## src/rtl/host_tx_mq_read_control_if.sv

```systemverilog
// host_tx_mq_read_control_if: bus between the host scheduler, PCB and the multi-queue read controller
// Descriptor enqueue: iv_pkt_descriptor/iv_desc_qid/i_pkt_descriptor_wr in, ov_desc_ready out.
// PCB cell read:      ov_pkt_raddr/o_pkt_rd out, i_pkt_raddr_ack/i_pkt_rx_valid/i_pkt_last_cycle_rx in.
// Release/downstream: ov_pkt_bufid/o_pkt_bufid_wr/ov_pkt_inport out, i_pkt_bufid_ack/i_pkt_rd_req in.
// Status:             o_desc_drop_pulse, o_len_err_pulse, ov_read_state out.
interface host_tx_mq_read_control_if #(
  parameter int NUM_Q = 4,
  parameter int BUFID_W = 9,
  parameter int INPORT_W = 4,
  parameter int CELL_W = 7
);
  localparam int QW = NUM_Q > 1 ? $clog2(NUM_Q) : 1;
  logic [INPORT_W+BUFID_W-1:0] iv_pkt_descriptor;
  logic [QW-1:0] iv_desc_qid;
  logic i_pkt_descriptor_wr;
  logic [NUM_Q-1:0] ov_desc_ready;
  logic [BUFID_W+CELL_W-1:0] ov_pkt_raddr;
  logic o_pkt_rd;
  logic i_pkt_raddr_ack;
  logic i_pkt_rx_valid;
  logic i_pkt_last_cycle_rx;
  logic i_pkt_rd_req;
  logic [INPORT_W-1:0] ov_pkt_inport;
  logic [BUFID_W-1:0] ov_pkt_bufid;
  logic o_pkt_bufid_wr;
  logic i_pkt_bufid_ack;
  logic o_desc_drop_pulse;
  logic o_len_err_pulse;
  logic [2:0] ov_read_state;
  modport master (
    output iv_pkt_descriptor, iv_desc_qid, i_pkt_descriptor_wr, i_pkt_raddr_ack, i_pkt_rx_valid,
           i_pkt_last_cycle_rx, i_pkt_rd_req, i_pkt_bufid_ack,
    input  ov_desc_ready, ov_pkt_raddr, o_pkt_rd, ov_pkt_inport, ov_pkt_bufid, o_pkt_bufid_wr,
           o_desc_drop_pulse, o_len_err_pulse, ov_read_state
  );
  modport slave (
    input  iv_pkt_descriptor, iv_desc_qid, i_pkt_descriptor_wr, i_pkt_raddr_ack, i_pkt_rx_valid,
           i_pkt_last_cycle_rx, i_pkt_rd_req, i_pkt_bufid_ack,
    output ov_desc_ready, ov_pkt_raddr, o_pkt_rd, ov_pkt_inport, ov_pkt_bufid, o_pkt_bufid_wr,
           o_desc_drop_pulse, o_len_err_pulse, ov_read_state
  );
endinterface

```

## src/rtl/host_tx_mq_read_control.sv

```systemverilog
// host_tx_mq_read_control: per-queue descriptor FIFOs, strict/RR arbitration, cell read and bufid release FSM
// Ports: i_clk, i_rst_n (async active-low), bus (slave modport of host_tx_mq_read_control_if).
module host_tx_mq_read_control #(
  parameter int NUM_Q = 4,
  parameter int FIFO_DEPTH = 8,
  parameter int BUFID_W = 9,
  parameter int INPORT_W = 4,
  parameter int CELL_W = 7,
  parameter int ARB_MODE = 0
) (
  input logic i_clk,
  input logic i_rst_n,
  host_tx_mq_read_control_if.slave bus
);
  localparam int QW = NUM_Q > 1 ? $clog2(NUM_Q) : 1;
  localparam int AW = $clog2(FIFO_DEPTH);
  localparam int DW = INPORT_W + BUFID_W;
  localparam logic [QW:0] NQ = (QW+1)'(NUM_Q);
  localparam logic [AW:0] FULL = (AW+1)'(FIFO_DEPTH);
  typedef enum logic [2:0] {IDLE = 3'd0, ISSUE = 3'd1, WAIT = 3'd2, RELEASE = 3'd3} state_t;
  logic [DW-1:0] mem_q [NUM_Q][FIFO_DEPTH];
  logic [AW-1:0] wp_q [NUM_Q], wp_d [NUM_Q], rp_q [NUM_Q], rp_d [NUM_Q];
  logic [AW:0] cnt_q [NUM_Q], cnt_d [NUM_Q];
  logic [NUM_Q-1:0] ready_q, ready_d, push, pop;
  logic [QW-1:0] rr_q, rr_d, win;
  logic found, pop_en, wr_ok, drop_q, drop_d, len_err_q, len_err_d;
  logic [BUFID_W-1:0] bufid_q, bufid_d;
  logic [INPORT_W-1:0] inport_q, inport_d;
  logic [CELL_W-1:0] cell_q, cell_d;
  state_t state_q, state_d;
  int idx;
  always_comb begin
    win = '0;
    found = 1'b0;
    idx = 0;
    // RR scans from the pointer, strict priority from queue 0
    for (int i = 0; i < NUM_Q; i++) begin
      idx = ARB_MODE != 0 ? (int'(rr_q) + i) % NUM_Q : i;
      if (!found && cnt_q[idx] != '0) begin
        found = 1'b1;
        win = QW'(idx);
      end
    end
    pop_en = state_q == IDLE && bus.i_pkt_rd_req && found;
    wr_ok = bus.i_pkt_descriptor_wr && {1'b0, bus.iv_desc_qid} < NQ && ready_q[bus.iv_desc_qid];
    drop_d = bus.i_pkt_descriptor_wr && !wr_ok;
    rr_d = (pop_en && ARB_MODE != 0) ? QW'((int'(win) + 1) % NUM_Q) : rr_q;
    for (int q = 0; q < NUM_Q; q++) begin
      push[q] = wr_ok && bus.iv_desc_qid == QW'(q);
      pop[q] = pop_en && win == QW'(q);
      wp_d[q] = wp_q[q] + AW'(push[q]);
      rp_d[q] = rp_q[q] + AW'(pop[q]);
      cnt_d[q] = cnt_q[q] + (AW+1)'(push[q]) - (AW+1)'(pop[q]);
      ready_d[q] = cnt_d[q] != FULL;
    end
  end
  always_comb begin
    state_d = state_q;
    bufid_d = bufid_q;
    inport_d = inport_q;
    cell_d = cell_q;
    len_err_d = 1'b0;
    case (state_q)
      IDLE: if (pop_en) begin
        {inport_d, bufid_d} = mem_q[win][rp_q[win]];
        cell_d = '0;
        state_d = ISSUE;
      end
      ISSUE: if (bus.i_pkt_raddr_ack) begin
        cell_d = cell_q + 1'b1;
        state_d = WAIT;
      end
      // cell_q back at 0 after an increment means the index space ran out without a tail
      WAIT: if (bus.i_pkt_rx_valid) begin
        len_err_d = !bus.i_pkt_last_cycle_rx && cell_q == '0;
        state_d = (bus.i_pkt_last_cycle_rx || cell_q == '0) ? RELEASE : ISSUE;
      end
      RELEASE: if (bus.i_pkt_bufid_ack) state_d = IDLE;
      default: state_d = IDLE;
    endcase
  end
  always_ff @(posedge i_clk or negedge i_rst_n) begin
    if (!i_rst_n) begin
      state_q <= IDLE;
      bufid_q <= '0;
      inport_q <= '0;
      cell_q <= '0;
      rr_q <= '0;
      drop_q <= 1'b0;
      len_err_q <= 1'b0;
      ready_q <= '1;
      wp_q <= '{default: '0};
      rp_q <= '{default: '0};
      cnt_q <= '{default: '0};
    end else begin
      state_q <= state_d;
      bufid_q <= bufid_d;
      inport_q <= inport_d;
      cell_q <= cell_d;
      rr_q <= rr_d;
      drop_q <= drop_d;
      len_err_q <= len_err_d;
      ready_q <= ready_d;
      wp_q <= wp_d;
      rp_q <= rp_d;
      cnt_q <= cnt_d;
    end
  end
  always_ff @(posedge i_clk) begin
    for (int q = 0; q < NUM_Q; q++)
      if (push[q]) mem_q[q][wp_q[q]] <= bus.iv_pkt_descriptor;
  end
  assign bus.ov_desc_ready = ready_q;
  assign bus.ov_pkt_raddr = {bufid_q, cell_q};
  assign bus.o_pkt_rd = state_q == ISSUE;
  assign bus.ov_pkt_inport = inport_q;
  assign bus.ov_pkt_bufid = bufid_q;
  assign bus.o_pkt_bufid_wr = state_q == RELEASE;
  assign bus.o_desc_drop_pulse = drop_q;
  assign bus.o_len_err_pulse = len_err_q;
  assign bus.ov_read_state = state_q;
endmodule

```

## src/flat_wrapper.sv

```systemverilog
// flat-port wrapper written by rule: the top's interface ports become plain ports
module host_tx_mq_read_control_flat 
#(
  parameter int NUM_Q = 4,
  parameter int FIFO_DEPTH = 8,
  parameter int BUFID_W = 9,
  parameter int INPORT_W = 4,
  parameter int CELL_W = 7,
  parameter int ARB_MODE = 0
)
  (i_clk, i_rst_n, bus_iv_pkt_descriptor, bus_iv_desc_qid, bus_i_pkt_descriptor_wr, bus_i_pkt_raddr_ack, bus_i_pkt_rx_valid, bus_i_pkt_last_cycle_rx, bus_i_pkt_rd_req, bus_i_pkt_bufid_ack, bus_ov_desc_ready, bus_ov_pkt_raddr, bus_o_pkt_rd, bus_ov_pkt_inport, bus_ov_pkt_bufid, bus_o_pkt_bufid_wr, bus_o_desc_drop_pulse, bus_o_len_err_pulse, bus_ov_read_state);
  host_tx_mq_read_control_if #(.NUM_Q(NUM_Q), .BUFID_W(BUFID_W), .INPORT_W(INPORT_W), .CELL_W(CELL_W)) bus_i ();
  input logic i_clk;
  input logic i_rst_n;
  input wire logic [$bits(bus_i.iv_pkt_descriptor)-1:0] bus_iv_pkt_descriptor;
  input wire logic [$bits(bus_i.iv_desc_qid)-1:0] bus_iv_desc_qid;
  input wire logic [$bits(bus_i.i_pkt_descriptor_wr)-1:0] bus_i_pkt_descriptor_wr;
  input wire logic [$bits(bus_i.i_pkt_raddr_ack)-1:0] bus_i_pkt_raddr_ack;
  input wire logic [$bits(bus_i.i_pkt_rx_valid)-1:0] bus_i_pkt_rx_valid;
  input wire logic [$bits(bus_i.i_pkt_last_cycle_rx)-1:0] bus_i_pkt_last_cycle_rx;
  input wire logic [$bits(bus_i.i_pkt_rd_req)-1:0] bus_i_pkt_rd_req;
  input wire logic [$bits(bus_i.i_pkt_bufid_ack)-1:0] bus_i_pkt_bufid_ack;
  output wire logic [$bits(bus_i.ov_desc_ready)-1:0] bus_ov_desc_ready;
  output wire logic [$bits(bus_i.ov_pkt_raddr)-1:0] bus_ov_pkt_raddr;
  output wire logic [$bits(bus_i.o_pkt_rd)-1:0] bus_o_pkt_rd;
  output wire logic [$bits(bus_i.ov_pkt_inport)-1:0] bus_ov_pkt_inport;
  output wire logic [$bits(bus_i.ov_pkt_bufid)-1:0] bus_ov_pkt_bufid;
  output wire logic [$bits(bus_i.o_pkt_bufid_wr)-1:0] bus_o_pkt_bufid_wr;
  output wire logic [$bits(bus_i.o_desc_drop_pulse)-1:0] bus_o_desc_drop_pulse;
  output wire logic [$bits(bus_i.o_len_err_pulse)-1:0] bus_o_len_err_pulse;
  output wire logic [$bits(bus_i.ov_read_state)-1:0] bus_ov_read_state;
  assign bus_i.iv_pkt_descriptor = bus_iv_pkt_descriptor;
  assign bus_i.iv_desc_qid = bus_iv_desc_qid;
  assign bus_i.i_pkt_descriptor_wr = bus_i_pkt_descriptor_wr;
  assign bus_i.i_pkt_raddr_ack = bus_i_pkt_raddr_ack;
  assign bus_i.i_pkt_rx_valid = bus_i_pkt_rx_valid;
  assign bus_i.i_pkt_last_cycle_rx = bus_i_pkt_last_cycle_rx;
  assign bus_i.i_pkt_rd_req = bus_i_pkt_rd_req;
  assign bus_i.i_pkt_bufid_ack = bus_i_pkt_bufid_ack;
  assign bus_ov_desc_ready = bus_i.ov_desc_ready;
  assign bus_ov_pkt_raddr = bus_i.ov_pkt_raddr;
  assign bus_o_pkt_rd = bus_i.o_pkt_rd;
  assign bus_ov_pkt_inport = bus_i.ov_pkt_inport;
  assign bus_ov_pkt_bufid = bus_i.ov_pkt_bufid;
  assign bus_o_pkt_bufid_wr = bus_i.o_pkt_bufid_wr;
  assign bus_o_desc_drop_pulse = bus_i.o_desc_drop_pulse;
  assign bus_o_len_err_pulse = bus_i.o_len_err_pulse;
  assign bus_ov_read_state = bus_i.ov_read_state;
  host_tx_mq_read_control #(.NUM_Q(NUM_Q), .FIFO_DEPTH(FIFO_DEPTH), .BUFID_W(BUFID_W), .INPORT_W(INPORT_W), .CELL_W(CELL_W), .ARB_MODE(ARB_MODE)) u_core (.i_clk(i_clk), .i_rst_n(i_rst_n), .bus(bus_i));
endmodule
```

## config.mk

```make
export PLATFORM = sky130hd
export DESIGN_NAME = host_tx_mq_read_control_flat
export DESIGN_NICKNAME = d
export VERILOG_FILES = /design/src/rtl/host_tx_mq_read_control_if.sv /design/src/rtl/host_tx_mq_read_control.sv /design/src/flat_wrapper.sv
export SDC_FILE = /design/constraint.sdc
export NUM_CORES = 1
export LEC_CHECK = 0
export ABC_AREA = 0
export CORE_AREA = 2 2 195 197
export DETAILED_ROUTE_END_ITERATION = 16
export DIE_AREA = 0 0 197 199
export GPL_TIMING_DRIVEN = 1
export HOLD_SLACK_MARGIN = 0.02
export PLACE_DENSITY_LB_ADDON = 0.15
export SYNTH_ARGS = -nofsm -noshare
export SYNTH_HDL_FRONTEND = slang
export SYNTH_SLANG_ARGS = --single-unit
```

## constraint.sdc

```tcl
create_clock -name i_clk -period 6.5 [get_ports i_clk]
set_input_delay 0.65 -clock i_clk [delete_from_list [all_inputs] [get_ports i_clk]]
set_output_delay 0.65 -clock i_clk [all_outputs]
set_load 0.005 [all_outputs]
```

# Word level (Yosys, flattened, before mapping)
# Memory sizes are Yosys's and may differ from the RTL's.
# Cells that the tools add are included.
# classes
addsub,17
magnitude_cmp,11
n_eq_ne,17
n_mux,51
bitwise_logic,6
reduce_logical,41
# op_table
cell,n
$mux W104,10
$reduce_or A104 Y1,3
$demux W13 S3,4
$mux W13,6
$bmux W13 S3,1
$add A3 B1 Y3,8
$ge A4 B4 Y1 const B,5
$logic_and A1 B1 Y1,20
$not A3 Y4,5
$mux W3,6
$add A4 B1 Y4,4
$lt A4 B1 Y1 const B,4
$ne A4 B4 Y1 const B,4
$reduce_bool A4 Y1,4
$sub A4 B1 Y4,4
$mux W7,2
$pmux W7 S2,1
$mux W1,12
$mux W2,6
$pmux W3 S4,1
$eq A2 B2 Y1 const B,4
$add A7 B1 Y7 const B,1
$logic_not A7 Y1,1
$bmux W3 S2,1
other kinds (17),26
# totals
reg_bits,69
ram_bits,416
in_bits,23
output_inout_bits,40
word_cells,163
mem_count,1
# memory_table
name,depth,word_bits,rd,rd_ports_with_merged_regs,wr,line,rtl
u_core.mem_q,4,104,1,0,1,host_tx_mq_read_control.sv:21,logic [DW-1:0] mem_q [NUM_Q][FIFO_DEPTH];

# Longest topological paths before layout
# Gate-level depths: netlist (run 1).
# depth
ltp_word,19
ltp_mapped,16

# Worst setup path after synthesis (run 1)
# Ideal clock, no wire load.
# synth_timing
kind,flip-flop to flip-flop
start,register u_core.cnt_q[6] (netlist bit)
end,"register u_core.ready_q[2], in the netlist u_core.bus.ov_desc_ready[2]"
setup_ns,0.100
t_arrival_ns,3.763
required_ns,6.400
slack_ns,2.637
path_stages_with_launch,17
cell_sequence,dfrtp_1 inv_1 ha_1 nor3b_2 a21oi_1 nor2_2 buf_2 buf_2 clkbuf_1 nor3_1 ha_1 inv_1 ha_1 inv_1 fa_1 inv_1 or4b_2
# synth_lines
item,line,rtl
start: declaration,host_tx_mq_read_control.sv:23,"logic [AW:0] cnt_q [NUM_Q], cnt_d [NUM_Q];"
start signal: assignment,host_tx_mq_read_control.sv:106,cnt_q <= cnt_d;
end signal: assignment,host_tx_mq_read_control.sv:103,ready_q <= ready_d;
end: declaration,host_tx_mq_read_control.sv:24,"logic [NUM_Q-1:0] ready_q, ready_d, push, pop;"

# Worst setup path in the final report (run 1)
# layout_timing
start,register u_core.cnt_q[14] (netlist bit)
end,"register u_core.inport_q[2], in the netlist u_core.bus.ov_pkt_inport[2]"
# layout_between
elab_chain_len,19
word_cells_on_any_way,25
cone_classes,mux (13); bitwise (2); reduce/logical (9); memory (1)
# layout_rtl
item,line,rtl
$reduce_bool A4 Y1 *,host_tx_mq_read_control.sv:39,if (!found && cnt_q[idx] != '0) begin
$mux W1 *,host_tx_mq_read_control.sv:39,
$logic_not A1 Y1,host_tx_mq_read_control.sv:39,
$logic_and A1 B1 Y1,host_tx_mq_read_control.sv:39,
$mux W1,host_tx_mq_read_control.sv:39,
$logic_not A1 Y1,host_tx_mq_read_control.sv:39,
$logic_and A1 B1 Y1,host_tx_mq_read_control.sv:39,
$mux W1,host_tx_mq_read_control.sv:39,
$logic_not A1 Y1,host_tx_mq_read_control.sv:39,
$logic_and A1 B1 Y1,host_tx_mq_read_control.sv:39,
$mux W2,host_tx_mq_read_control.sv:39,
$not A2 Y3 (implied by the code),host_tx_mq_read_control.sv:65,"{inport_d, bufid_d} = mem_q[win][rp_q[win]];"
$bmux W3 S2,host_tx_mq_read_control.sv:65,
$mux W3 (implied by the code) (2 in a row),host_tx_mq_read_control.sv:65,
$not A3 Y4 (implied by the code),host_tx_mq_read_control.sv:65,
$bmux W13 S3,host_tx_mq_read_control.sv:65,
$mux W13 (implied by the code) (2 in a row),host_tx_mq_read_control.sv:65,
end signal: assignment,host_tx_mq_read_control.sv:98,inport_q <= inport_d;
end: declaration,host_tx_mq_read_control.sv:28,"logic [INPORT_W-1:0] inport_q, inport_d;"
# Every way passes the cells marked *; elsewhere a longest branch is shown, timed or not. The select of a mux whose other input is x is not followed.
# A chain may end at the register's enable or synchronous reset.

==> flow_summary.toml, run 1 <==
[run_status]
status = "complete, no violations"

[routing]
vias = 11500
drt_wl_total_um = 45400
dr.pass1.iters = 5
vias_per_cell = 5.89
drt_iter0_drc = 996
route.detailed.drc = 0
avgRoutedWirePerCell_um = 23.3
antenna_left = 0

[die]
die_width_um = 197
fp.coreArea_um2 = 37100
die_area_um2 = 39200
io_pins = 63
start_util_pct = 54.5
rows = 71
die_h_um = 199

[setup_path]
cp_max_fo = 134
setup.worst_path.end_class = "register"
cp-start-kind = "register"
critical_path_class = "register to register"
reg2reg_from = "u_core.cnt_q[14]$_DFF_PN0_"
worstPathArrival_ps = 4350
required_ps = 6930
critPathLaunch = "u_core.cnt_q[14]$_DFF_PN0_"

[timing]
fin_crit_ps = 3920
period_share_pct = 60.4
worst_pin_slew_ps = 1300
fmax_ghz = 0.255
relSlewSlack_pct = 13.1
setup_slack_ps = 2580
skew_ps = 13.3
fin_tns_setup_ps = 0
slew_viol_final = 0
rsz0062_at_grt = "no"
setup_viol = 0
final_hold_viol_count = 0

[power_and_ir_drop]
p_sw_share_pct = 29.4
clkPwrFrac_pct = 31.2
switchingPower_w = 0.00250
vdd_drop_max_uv = 275
p_seq_share_pct = 45.6
intPower_w = 0.00599
powerDensity_nw_per_um2 = 369
comb_power_share_pct = 23.2
leakage_nw = 7.95

[clock_tree]
htree_levels = 2
cts_root_buffer = "clkbuf_16"
clk_pin_slew_ps = 60
cts.sinks = 484
insertion_delay_ps = 560
post_cts_resized = 0
cts_buffers = 47
cts_hold_buf = 0
tritoncts = "built"
cts_setup_buffers = 0
clockBufferDepth = 3

[placed_design]
place_area_um2 = 21500
hpwl_um = 27800
pre_cts_slack_ps = 2620
dp.cells = 1862
gp_congestion = 0.864
port_buffers = 61

[yosys]
synthCells = 1355
synth_top_flop_cell = "edfxtp_1"
yosys.cell_types.count = 52
synthArstFlopShare_pct = 14.0
syn_area_um2 = 20200
synth_edf_count = 416
synth.avg_cell_area_um2 = 14.9
synthesis.nets = 1420
ys_ff_latch = 484
synth_warnings = 0
yosysSeqAreaShare_pct = 70.1

[grt]
overflow = 0
grt_max_degree = 135
grt_pass1_wl_um = 68900
grtUsageTotal_pct = 23.8
antenna_found_initial = 3
grt_pass1_vias = 11100

[hold_path]
worstHoldPathType = "input pin to async pin"

[layout]
final_common_cell = "edfxtp_1"
fin_util_pct = 61.9
nFillCells = 2815
drive_above_1_share_pct = 10.3
design_area_um2 = 23000
final_cell_mix = "edfxtp_1 (416), nand2_1 (229), mux2i_1 (170)"
area_growth_pct = 13.5
nNetsFinal = 1502
instances_no_fill = 1948

[job]
cap_violations = 0
[path summary, 6_finish.rpt]
path                                                            to  slack, ps  cells past startpoint
max                        u_core.bus.ov_pkt_inport[2]$_DFFE_PN0P_       2580                     11
min                                      u_core.wp_q[11]$_DFF_PN0_        220                      1
max reg2reg                u_core.bus.ov_pkt_inport[2]$_DFFE_PN0P_       2580                     11
min reg2reg                               u_core.rp_q[5]$_DFF_PN0_        470                      1
max in group asynchronous               u_core.cnt_q[10]$_DFF_PN0_       5660                      1
min in group i_clk                        u_core.rp_q[5]$_DFF_PN0_        470                      1
[through the flow]
stage / hold slack [ps] / total power [W]
floorplan: 354 / 0.00514
global placement: 461 / 0.00585
detailed placement: 470 / 0.00589
CTS: 247 / 0.00852
global route: 296 / 0.00884
finish: 224 / 0.00849
[kinds of logic after synthesis]
kind of cell	share of synthesized area [%]
buffers and inverters	2.78
muxes	10.2
adders and majority gates	2.74
other	0.0185
AOI/OAI and AO/OA	4.65
xor gates and xnor gates	0.865
and+or+nand+nor	8.62
DFF	70.1
[sequential cells by signal, indices dropped and copies added, names as in the netlist]
register / flops
u_core.mem_q: 416
u_core.cnt_q: 16
u_core.rp_q: 12
u_core.wp_q: 12
u_core.bus.ov_pkt_bufid: 9
u_core.cell_q: 7
u_core.bus.ov_desc_ready: 4
u_core.bus.ov_pkt_inport: 4
u_core.bus.ov_read_state: 2
u_core.bus.o_desc_drop_pulse: 1
u_core.bus.o_len_err_pulse: 1
[Yosys cell counts (4+ instances only)]
library cell | instances | area share, %
dfrtp_1 | 64 | 7.9
o41ai_2 | 12 | 0.96
nor3_1 | 10 | 0.25
nand2_1 | 229 | 4.2
a311oi_1 | 49 | 2.1
dfstp_2 | 4 | 0.52
and3_1 | 25 | 0.77
nand4_1 | 4 | 0.12
buf_4 | 25 | 0.93
fa_1 | 4 | 0.40
or4b_2 | 4 | 0.20
mux2i_1 | 171 | 8.5
o22ai_1 | 14 | 0.43
a21oi_1 | 8 | 0.20
buf_2 | 26 | 0.64
ha_1 | 38 | 2.3
inv_1 | 37 | 0.69
xor2_1 | 16 | 0.69
edfxtp_1 | 416 | 62
or3b_1 | 4 | 0.17
nand3_1 | 48 | 1.2
a21o_1 | 4 | 0.15
clkbuf_1 | 25 | 0.46
nor2_1 | 32 | 0.59
mux2_1 | 26 | 1.4
o21ai_0 | 4 | 0.099
nand2b_1 | 13 | 0.40
xnor2_1 | 4 | 0.17
[layout make-up]
| cell class | instances | area (um2) | area share, % |
|---|---|---|---|
| Antenna cell | 1 | 2.50 | 0.0109 |
| Timing Repair Buffer | 112 | 1000 | 4.37 |
| Clock inverter | 20 | 194 | 0.844 |
| Multi-Input combinational cell | 755 | 5540 | 24.1 |
| Sequential cell | 484 | 14200 | 61.8 |
| Tap cell | 474 | 593 | 2.58 |
| Clock buffer | 65 | 1300 | 5.64 |
| Inverter | 37 | 139 | 0.605 |
[critical path, stage by stage, from the launching register on]
cell and delay (ps):
dfrtp_1 360, inv_1 70, ha_1 150, or3b_1 490, a211oi_4 240, buf_4 420
buf_12 580, mux2i_1 280, mux2i_1 170, mux2_1 420, o22ai_1 290, o41ai_2 130
[power by group through the flow]
stage | sequential, W | clock [W] | combinational [W]
2_1_floorplan | 0.00386 | 0 | 0.00129
3_3_place_gp | 0.00393 | 0 | 0.00192
3_5_place_dp | 0.00393 | 0 | 0.00196
4_1_cts | 0.00387 | 0.00269 | 0.00196
5_1_grt | 0.00390 | 0.00280 | 0.00214
6_report | 0.00387 | 0.00265 | 0.00197
[routing by layer]
layer,vias up,track usage (%),share of wire [%]
met3,78,4.71,7.0
met5,-,0,0.029
met2,354,35.5,44
li1,5236,-,-
met4,2,7.83,2.9
met1,5811,35.5,46
(Power assumes the default switching activity.)
==> run 2, diff against run 1 <==
==> constraint.sdc (replaced) <==
create_clock -name i_clk -period 3.3 [get_ports i_clk]
set_input_delay 0.33 -clock i_clk [delete_from_list [all_inputs] [get_ports i_clk]]
set_output_delay 0.33 -clock i_clk [all_outputs]
set_load 0.005 [all_outputs]
==> flow_summary.toml, run 2 (synthesis results as in run 1) <==
[run_status]
status = "complete, no violations"

[timing]
slew_viol_final = 0
worst_pin_slew_ps = 935
fmax_ghz = 0.313
relSlewSlack_pct = 37.7
setup_slack_ps = 104
period_share_pct = 96.9
fin_crit_ps = 3200
fin_hold_ws_ps = 408
final_hold_viol_count = 0
skew_ps = 23.5
setup_viol = 0

[placed_design]
gp_congestion = 0.786
pre_cts_slack_ps = -26.3
port_buffers = 61
hpwl_um = 26900

[setup_path]
regToRegEndpoint = "u_core.bus.ov_pkt_inport[1]$_DFFE_PN0P_"
cpPeakStageDelay_ps = 420
critical_path_class = "register to register"
worstPathArrival_ps = 3670
required_ps = 3770
setup.worst_path.end_class = "register"
cp_common_cell = "buf_4"
r2r_slack_ps = 100
crit_chain = "inv_1 -> ha_2 -> or3b_4 -> o211ai_1 -> buf_4 -> buf_4 -> buf_4 -> nand2_1 -> and3_1 -> a311oi_1 -> a311oi_1 -> o41ai_2"
cp_max_fo = 30
reg2regPathDepth = 12
cp-start-kind = "register"
critPathSlowestCell = "or3b_4"
reg2reg_from = "u_core.cnt_q[2]$_DFF_PN0_"

[hold_path]
worstHoldPathType = "input pin to register"
min_from = "bus_i_pkt_descriptor_wr"
hold_path_end = "u_core.bus.o_desc_drop_pulse$_DFF_PN0_"
whs_path_depth = 2

[grt]
grt_pass1_wl_um = 69100
grtUsageTotal_pct = 23.9
overflow = 0
grt_pass1_vias = 11400
antenna_found_initial = 1
grt_max_degree = 69

[clock_tree]
insertion_delay_ps = 580
tritoncts = "built"
clk_pin_slew_ps = 60
cts.sinks = 484
clockBufferDepth = 3
htree_levels = 2
cts_buffers = 50
cts_root_buffer = "clkbuf_16"

[layout]
final_cell_mix = "edfxtp_1 (416), nand2_1 (229), mux2i_1 (170)"
largest_reg_flops = 416
drive_above_1_share_pct = 15.8
final_common_cell = "edfxtp_1"
nNetsFinal = 1566
diodes = 0
nFillCells = 2664
fin_util_pct = 64.3
area_growth_pct = 18.0

[routing]
antenna_left = 0
drt_wl_total_um = 46500
dr.pass1.iters = 5
avgRoutedWirePerCell_um = 23.1
route.detailed.drc = 0
drt_iter0_drc = 1054
vias = 11800
vias_per_cell = 5.83

[die]
fp.coreArea_um2 = 37100
io_pins = 63
die_width_um = 197
die_area_um2 = 39200
rows = 71
die_h_um = 199
start_util_pct = 54.5

[power_and_ir_drop]
vdd_drop_max_uv = 661
powerDensity_nw_per_um2 = 756
leakage_nw = 8.45

[job]
cap_violations = 0
## run 2: what timing repair did
item | 4_1_cts | 5_1_grt
pin swaps | 0 | 3
hold endpoints to repair | 64 | 0
hold buffers | 1 | 0
gates cloned | 0 | 1
endpoints found under the setup margin | 2 | 16
gates resized for setup | 1 | 16
buffers inserted | 0 | 6
## run 2: how the worst max path moves through the flow
stage	endpoint	slack [ps]	from	depth (start not counted)
2_1_floorplan	u_core.bus.ov_desc_ready[2]$_DFF_PN1_	-70	u_core.cnt_q[2]$_DFF_PN0_	16
4_1_cts	u_core.bus.ov_pkt_inport[1]$_DFFE_PN0P_	-20	u_core.cnt_q[6]$_DFF_PN0_	11
3_3_place_gp	u_core.bus.ov_pkt_bufid[7]$_DFFE_PN0P_	80	u_core.cnt_q[14]$_DFF_PN0_	11
6_report	u_core.bus.ov_pkt_inport[1]$_DFFE_PN0P_	100	u_core.cnt_q[2]$_DFF_PN0_	12
3_5_place_dp	u_core.bus.ov_pkt_bufid[7]$_DFFE_PN0P_	-30	u_core.cnt_q[14]$_DFF_PN0_	11
5_1_grt	u_core.bus.ov_pkt_bufid[5]$_DFFE_PN0P_	-40	u_core.cnt_q[6]$_DFF_PN0_	12
## run 2: through the flow
stage	setup TNS (ps)	total power, W	cell area, um2	std cells
final	0	0.0181	23900	2016
after detailed placement	-32.0	0.0122	22000	1915
after global routing	-156	0.0188	23900	2016
after global placement	0	0.0122	22000	1915
after CTS	-19.7	0.0181	23800	2009
after floorplan	-71.8	0.0102	20300	1355
## run 2: cell type report
cell class	count	area (um2)	share of cell area, %
sequential	484	14200	59.4
multi-input combinational	755	5630	23.5
timing repair buffer	173	1620	6.80
clock buffer	58	1310	5.49
tap	474	593	2.48
clock inverter	35	397	1.66
inverter	37	139	0.581
## run 2: layer usage
metal	wire (um)	track usage, %	vias to the layer above	share of wire, %
met4	1520	9.22	0	3.3
met1	20400	34.1	5945	44
met3	3100	3.87	75	6.7
met2	21500	37.3	378	46
met5	0	0	-	0
li1	-	-	5362	-
## run 2: report_power, final
group / internal [W] / switching, W
clock: 0.00349 / 0.00235
combinational: 0.00202 / 0.00259
sequential: 0.00720 / 0.000405
## run 2: critical path: cells and delay by family, from the launching register on
family / cells / cell delay (ps)
AO/OA/AOI/OAI: 4 / 950
adder cells (fa/ha/maj): 1 / 160
buffers and inverters: 4 / 960
flip-flops: 1 / 360
AND/OR/NAND/NOR: 3 / 670
